===== src/rtl/onehot_encoder_pkg.sv =====
// rtl/onehot_encoder_pkg.sv - shared constants, FSM encoding and LFSR constants for onehot_encoder
// Provides `INTERNAL_BITS (default datapath width), state_t, default score constants,
// and the LFSR seed/tap mask used when ONEHOT_ENCODER_NOISE_EN is defined.
`ifndef INTERNAL_BITS
`define INTERNAL_BITS 32
`endif

package onehot_encoder_pkg;

    localparam int INTERNAL_BITS = `INTERNAL_BITS;

    typedef enum logic [1:0] {
        ST_IDLE   = 2'd0,
        ST_STREAM = 2'd1,
        ST_GAP    = 2'd2
    } state_t;

    localparam int DEF_NUM_CLASSES = 10;
    localparam int DEF_HOT_VAL     = 1000;
    localparam int DEF_COLD_VAL    = 0;

    // Fibonacci taps 16,15,13,4 expressed as a mask over bits [15:0].
    localparam logic [15:0] LFSR_SEED = 16'hACE1;
    localparam logic [15:0] LFSR_TAPS = 16'hD008;

endpackage


===== src/rtl/onehot_encoder_lfsr.sv =====
// rtl/onehot_encoder_lfsr.sv - 16-bit maximal Fibonacci LFSR with advance enable
// Ports: clk, rst (sync active-low, loads LFSR_SEED), advance_i (shift one step),
//        noise_o (low byte of the current LFSR state).
module onehot_encoder_lfsr
    import onehot_encoder_pkg::*;
(
    input  logic       clk,
    input  logic       rst,
    input  logic       advance_i,
    output logic [7:0] noise_o
);

    logic [15:0] lfsr_q;
    logic [15:0] lfsr_d;

    always_comb begin
        lfsr_d = lfsr_q;
        if (advance_i) begin
            lfsr_d = {lfsr_q[14:0], ^(lfsr_q & LFSR_TAPS)};
        end
    end

    always_ff @(posedge clk) begin
        if (!rst) begin
            lfsr_q <= LFSR_SEED;
        end else begin
            lfsr_q <= lfsr_d;
        end
    end

    assign noise_o = lfsr_q[7:0];

endmodule


===== src/rtl/onehot_encoder.sv =====
// rtl/onehot_encoder.sv - serialises a class index into a one-hot score stream on en/Data_out
// Ports: clk, rst (sync active-low), start/ready (index handshake), Index_in (unsigned index),
//        en/Data_out (score stream), done (pulse in the gap cycle), err (pulse on bad index).
// Optional macro: ONEHOT_ENCODER_NOISE_EN replaces cold scores with 8-bit LFSR noise.
module onehot_encoder
    import onehot_encoder_pkg::*;
#(
    parameter int DATA_W      = `INTERNAL_BITS,
    parameter int NUM_CLASSES = DEF_NUM_CLASSES,
    parameter int HOT_VAL     = DEF_HOT_VAL,
    parameter int COLD_VAL    = DEF_COLD_VAL
) (
    input  logic              clk,
    input  logic              rst,
    input  logic              start,
    input  logic [DATA_W-1:0] Index_in,
    output logic              ready,
    output logic              en,
    output logic [DATA_W-1:0] Data_out,
    output logic              done,
    output logic              err
);

    localparam int                CW      = $clog2(NUM_CLASSES) + 1;
    localparam logic [CW-1:0]     LAST    = CW'(NUM_CLASSES - 1);
    // One extra bit so the range check stays correct when NUM_CLASSES == 2**DATA_W.
    localparam logic [DATA_W:0]   NUM_EXT = (DATA_W + 1)'(NUM_CLASSES);
    localparam logic [DATA_W-1:0] HOT_W   = DATA_W'(HOT_VAL);
    localparam logic [DATA_W-1:0] COLD_W  = DATA_W'(COLD_VAL);

    if (NUM_CLASSES < 2 || NUM_CLASSES > 65536) begin : g_bad_num_classes
        $error("onehot_encoder: NUM_CLASSES out of range");
    end
    if (HOT_VAL <= 0 || HOT_VAL <= COLD_VAL) begin : g_bad_hot_val
        $error("onehot_encoder: HOT_VAL must be positive and above COLD_VAL");
    end

    state_t            state_q, state_d;
    logic [CW-1:0]     cnt_q, cnt_d, cnt_nxt;
    logic [DATA_W-1:0] idx_q, idx_d;
    logic              ready_q, ready_d;
    logic              en_q, en_d;
    logic [DATA_W-1:0] data_q, data_d;
    logic              done_q, done_d;
    logic              err_q, err_d;
    logic [DATA_W-1:0] cold_w;

`ifdef ONEHOT_ENCODER_NOISE_EN
    if (HOT_VAL <= 255) begin : g_bad_noise_hot
        $error("onehot_encoder: HOT_VAL must exceed the 8-bit noise range");
    end

    logic [7:0] noise_w;

    // The LFSR steps once for every element loaded, so each cold slot sees a fresh byte.
    onehot_encoder_lfsr u_lfsr (
        .clk       (clk),
        .rst       (rst),
        .advance_i (en_d),
        .noise_o   (noise_w)
    );

    assign cold_w = {{(DATA_W - 8){1'b0}}, noise_w};
`else
    assign cold_w = COLD_W;
`endif

    // Outputs are registered, so each branch computes what becomes visible next cycle.
    always_comb begin
        state_d = state_q;
        cnt_d   = cnt_q;
        idx_d   = idx_q;
        ready_d = 1'b0;
        en_d    = 1'b0;
        data_d  = '0;
        done_d  = 1'b0;
        err_d   = 1'b0;
        cnt_nxt = cnt_q + CW'(1);

        case (state_q)
            ST_IDLE: begin
                ready_d = 1'b1;
                if (start) begin
                    if ({1'b0, Index_in} < NUM_EXT) begin
                        state_d = ST_STREAM;
                        cnt_d   = '0;
                        idx_d   = Index_in;
                        ready_d = 1'b0;
                        en_d    = 1'b1;
                        data_d  = (Index_in == '0) ? HOT_W : cold_w;
                    end else begin
                        err_d = 1'b1;
                    end
                end
            end
            ST_STREAM: begin
                if (cnt_q == LAST) begin
                    state_d = ST_GAP;
                    done_d  = 1'b1;
                end else begin
                    cnt_d  = cnt_nxt;
                    en_d   = 1'b1;
                    data_d = (DATA_W'(cnt_nxt) == idx_q) ? HOT_W : cold_w;
                end
            end
            ST_GAP: begin
                state_d = ST_IDLE;
                ready_d = 1'b1;
            end
            default: begin
                state_d = ST_IDLE;
                ready_d = 1'b1;
            end
        endcase
    end

    always_ff @(posedge clk) begin
        if (!rst) begin
            state_q <= ST_IDLE;
            cnt_q   <= '0;
            idx_q   <= '0;
            ready_q <= 1'b1;
            en_q    <= 1'b0;
            data_q  <= '0;
            done_q  <= 1'b0;
            err_q   <= 1'b0;
        end else begin
            state_q <= state_d;
            cnt_q   <= cnt_d;
            idx_q   <= idx_d;
            ready_q <= ready_d;
            en_q    <= en_d;
            data_q  <= data_d;
            done_q  <= done_d;
            err_q   <= err_d;
        end
    end

    assign ready    = ready_q;
    assign en       = en_q;
    assign Data_out = data_q;
    assign done     = done_q;
    assign err      = err_q;

endmodule


===== config.mk =====
export PLATFORM = sky130hd
export DESIGN_NAME = onehot_encoder
export DESIGN_NICKNAME = d
export VERILOG_FILES = /design/src/rtl/onehot_encoder_pkg.sv /design/src/rtl/onehot_encoder_lfsr.sv /design/src/rtl/onehot_encoder.sv
export SDC_FILE = /design/constraint.sdc
export NUM_CORES = 1
export LEC_CHECK = 0
export ABC_AREA = 1
export CAP_MARGIN = 0
export CORE_ASPECT_RATIO = 0.75
export CORE_UTILIZATION = 42
export DETAILED_ROUTE_END_ITERATION = 6
export PLACE_DENSITY = 0.88
export SYNTH_ARGS = -nofsm -noshare
export SYNTH_HDL_FRONTEND = slang
export SYNTH_SLANG_ARGS = --single-unit

===== constraint.sdc =====
create_clock -name clk -period 1.36 [get_ports clk]
set_input_delay 0.272 -clock clk [delete_from_list [all_inputs] [get_ports clk]]
set_output_delay 0.272 -clock clk [all_outputs]
set_load 0.01 [all_outputs]

# Yosys cells after proc, flatten, opt, wreduce, memory -nomap -nowiden
# Index checks and enable logic that the tools add are counted.
[totals] in_bits=35 output_inout_bits=36 reg_bits=75 word_cells=47
[op_classes] eq_ne=7 mux=22 n_reduce_logical=8 addsub=1 n_lt_le_gt_ge=1
[op_table] operator="$mux W10" count=5
[op_table] operator="$eq A5 B32 Y1" count=1
[op_table] operator="$logic_not A32 Y1" count=1
[op_table] operator="$lt A32 B4 Y1 const B" count=1
[op_table] operator="$pmux W10 S2" count=1
[op_table] operator="$mux W5" count=3
[op_table] operator="$pmux W5 S2" count=1
[op_table] operator="$reduce_and A3 Y1" count=3
[op_table] operator="$ne A2 B2 Y1 const B" count=4
[op_table] operator="$mux W1" count=6
[op_table] operator="$mux W2" count=3
[op_table] operator="$add A5 B1 Y5 const B" count=1
[op_table] operator="$eq A5 B4 Y1 const B" count=1
[op_table] operator="$pmux W1 S2" count=2
[op_table] operator="$pmux W2 S2" count=1
[op_table] operator="$reduce_and A4 Y1" count=1
[op_table] operator="$eq A2 B1 Y1 const B" count=1
[op_table] operator="$logic_not A2 Y1" count=1
[op_table] operator="$reduce_and A2 Y1" count=1
[op_table] operator="$reduce_bool A2 Y1" count=1

# Longest topological paths before layout
[depth] depth_word=5 mapped_depth=10 depth_no_buf=10

# Worst setup path before layout
# No wires, ideal clock.
[synth_path] path_kind="register to register" startpoint="reg cnt_q[1]" endpoint="reg cnt_q[1]" arrival_ns=1.295 setup_slack_ns=-0.002 required_time_ns=1.293 setup_time_ns=0.067 synth_period_minus_slack_ns=1.362 path_buffers=0 stages_incl_launch_ff=9 cell_sequence="dfxtp_1 -> inv_1 -> ha_1 -> nand2_1 -> inv_2 -> a21oi_4 -> inv_2 -> or2_1 -> a21oi_2"
[synth_via] elab_chain_cells=3 elab_cells_between_ends=6 classes_between="add/sub (1); eq/ne (2); mux (2); reduce/logical (1)"
[synth_rtl] element="from (decl)" line="onehot_encoder.sv:39" text="logic [CW-1:0] cnt_q, cnt_d, cnt_nxt;"
[synth_rtl] element="from (signal assigned)" line="onehot_encoder.sv:129" text="cnt_q <= cnt_d;"
[synth_rtl] element="$add A5 B1 Y5 or $eq A5 B4 Y1 (tied branches)" line="onehot_encoder.sv:78, onehot_encoder.sv:97"
[synth_rtl] element="$mux W5 or $ne A2 B2 Y1 (tied branches)"
[synth_rtl] element="$pmux W5 S2 or $reduce_and A4 Y1 (tied branches)"
# Several ways; a longest one is shown, not always the timed one. The select of a mux whose other input is x is not followed.
# A chain may end at the register's enable or synchronous reset.

# Worst setup path in the final report
[layout_path] startpoint="in Index_in[3]" endpoint="reg data_q[8] (netlist: Data_out[8])"
[layout_via] elab_chain_cells=5 elab_cells_between_ends=6 classes_between="order compare (1); mux (4); reduce/logical (1)"
[layout_rtl] element="from (decl)" line="onehot_encoder.sv:16" text="input logic [DATA_W-1:0] Index_in,"
[layout_rtl] element="parallel branches: the longest is 2 deep, another holds $lt A32 B4 Y1"
[layout_rtl] element="$mux W10 (*)" line="onehot_encoder.sv:84" text="if ({1'b0, Index_in} < NUM_EXT) begin"
[layout_rtl] element="$mux W10 (*)" line="onehot_encoder.sv:83" text="if (start) begin"
[layout_rtl] element="$pmux W10 S2 (*)" line="onehot_encoder.sv:80" text="case (state_q)"
[layout_rtl] element="to (signal assigned)" line="onehot_encoder.sv:133" text="data_q <= data_d;"
[layout_rtl] element="to (decl)" line="onehot_encoder.sv:43" text="logic [DATA_W-1:0] data_q, data_d;"
# Every way passes the cells marked *.

==> results.yml <==
status:
  status: "finished, violations left"
  violations: "setup timing"
critical_path:
  crit_type: "input port to flip-flop"
  reg2reg_depth: 9
  start_kind: "input port"
  r2r-end: "Data_out[8]"
  crit_arrival_ns: 1.68
  worst_ep_required_time_ns: 1.59
  r2r-start: "cnt_q[1]"
  r2r_slack_ns: -0.07
  worstPathMaxFanout: 3
  endpoint_kind: "flip-flop"
timing:
  fmax_mhz: 690
  whs_ns: 0.286
  hold_violations: 0
  finClkSkew_ns: 0.00888
  grt_setup_unrepaired: "true"
  setup_viol: 4
  fin_crit_ns: 1.45
  period_share_pct: 107
  slew_viol_final: 0
  setup_ws_ns: -0.0894
floorplanning:
  initial_core_util_pct: 44.4
  pin_count: 71
  die_height_um: 64.9
  fp.dieW_um: 85.8
  row_count: 22
  coreArea_um2: 4980
  fp.dieArea_um2: 5560
cells_and_area:
  layout_common_cells: "inv_1 (58), nand3_1 (46), dfxtp_1 (41), nand2_1 (38), dlymetal6s2s_1 (30)"
  syn2layout_area_growth_pct: 38.6
  design_area_um2: 3070
  layout_commonest_cell: "inv_1"
  fin_nets: 409
  multi_input_area_um2: 1000
  drive_above_1_share_pct: 19.6
  seqCellArea_um2: 890
  final_util_pct: 61.5
  antenna_cells: 0
  fillers: 418
global_routing:
  antenna_found_initial: 0
  grt_use_total_pct: 17.1
  grt_pass1_wl_um: 7510
  grt_pass1_vias: 1792
  grt_max_degree: 41
  grt-ovfl-total: 0
power_and_ir_drop:
  leakage_nw: 1.83
  finalPower_mw: 2.54
  ir_drop_uv: 606
  p_per_area_nw_per_um2: 830
run:
  maxCapViolations: 0
yosys:
  synth-edff-count: 0
  ys.flop_type: "dfxtp_1"
  syn_area_um2: 2210
  ys_seq_elements: 44
  syn_avg_cell_area_um2: 6.96
  ys_async_sr_fraction_pct: 0
  ys_seq_area_share_pct: 39.8
  ys_types: 25
  synthCells: 318
  yosysWarnings: 0
place:
  pre_cts_ws_ns: -0.367
  portBuffers: 44
  place.gp.congestion: 0.804
  dp_hpwl_um: 3270
  place_area_um2: 2640
detailed_routing:
  wire_per_inst_um: 12.0
  via_per_inst: 4.59
  dr.first_iter.drc_count: 87
  drc: 0
  ant_nets: 0
  dr.pass1.iters: 4
  postRouteWirelength_um: 5360
  num_vias: 2042
cts:
  cts_buffers: 5
  clk-insertion-delay-late_ns: 0.31
  cts-htree-levels: 2
  root_buffer: "clkbuf_8"
  cts_tree: "built"
  clk_pin_slew_ns: 0.09
  clock_sinks: 44
  max-clock-path-buffers: 2
hold_path:
  hold_class: "input port to flip-flop"
  worstHoldEndpoint: "idx_q[1]"
  hold_depth: 3
  min_from: "Index_in[1]"
[per-layer routing]
layer | part of all wire, % | wire length, um | GRT usage, % | vias up
met3 | 4.0 | 216 | 5.99 | 15
li1 | - | - | - | 1008
met4 | 2.4 | 128 | 5.21 | 0
met1 | 43 | 2280 | 20.1 | 975
met5 | 0 | 0 | 0 | -
met2 | 51 | 2730 | 29.5 | 44
[critical path, stage by stage]
cell and delay [ns]:
clkdlybuf4s50_1 0.45, o21ai_2 0.09, nand2_2 0.10, inv_1 0.09
nand2_1 0.07, nor2_1 0.23, nand3_1 0.17, a21boi_1 0.21
[Yosys cell counts, types with 4 or more instances]
master   number  share of area [%]
dfxtp_1      44                 40
nand3_1      47                 11
buf_4        31                 11
a21oi_2       5                2.0
nand2_1      48                8.1
buf_2         4               0.91
a21oi_1       7                1.6
inv_1        63                 11
nor2_1       38                6.4
inv_2         5               0.85
nand4_1       5                1.4
[cells by family (layout without fill, tap and decap cells)]
logic type,count (synthesis),count (layout),synth area share (%)
simple gates,145,145,28.6
compound gates,15,15,4.86
other cells,1,26,0.170
xor+xnor,2,2,0.792
flops,44,44,39.8
buf+inv,109,139,24.7
fa+ha+maj,2,2,1.13
[sequential cells by signal, summed over array words and instances (netlist names)]
signal and flops:
idx_q 32, ready 1, state_q 2, err 1, Data_out 1, cnt_q 5
en 1, done 1
[power by group]
group	internal (mW)	total, mW	switching, mW	leakage, nW
sequential	1.28	1.28	0.000251	0.357
clock	0.553	1.04	0.486	0.0548
combinational	0.104	0.219	0.115	1.42
[how the worst max path moves through the flow]
stage                     cells past startpoint     endpoint          from
after global routing                          8  Data_out[8]   Index_in[3]
final                                         8  Data_out[8]   Index_in[3]
after floorplan                               8     cnt_q[1]      cnt_q[1]
after CTS                                    11     idx_q[3]   Index_in[6]
after detailed placement                     11     idx_q[1]  Index_in[10]
after global placement                       10     idx_q[3]   Index_in[7]
[layout make-up]
class                      instances  area share [%]
inverter                          68            8.49
timing repair buffer              63            23.2
sequential                        44            29.0
tap                               72            2.94
clock inverter                     3            1.51
clock buffer                       5            2.24
multi-input combinational        190            32.6
[repair_timing]
item / in CTS / in global routing
buffers inserted: 2 / 3
hold buffers: 0 / 0
gates cloned: 0 / 3
pin swaps: 1 / 24
gates resized for setup: 13 / 70
endpoints found under the setup margin: 20 / 41
[stage by stage]
step	setup TNS, ns	std cells
final	-0.155	445
after global routing	-0.590	445
after CTS	-0.137	439
after detailed placement	-12.25	429
after global placement	-11.16	429
after floorplan	0	343
Power figures use the tool's default switching activity.
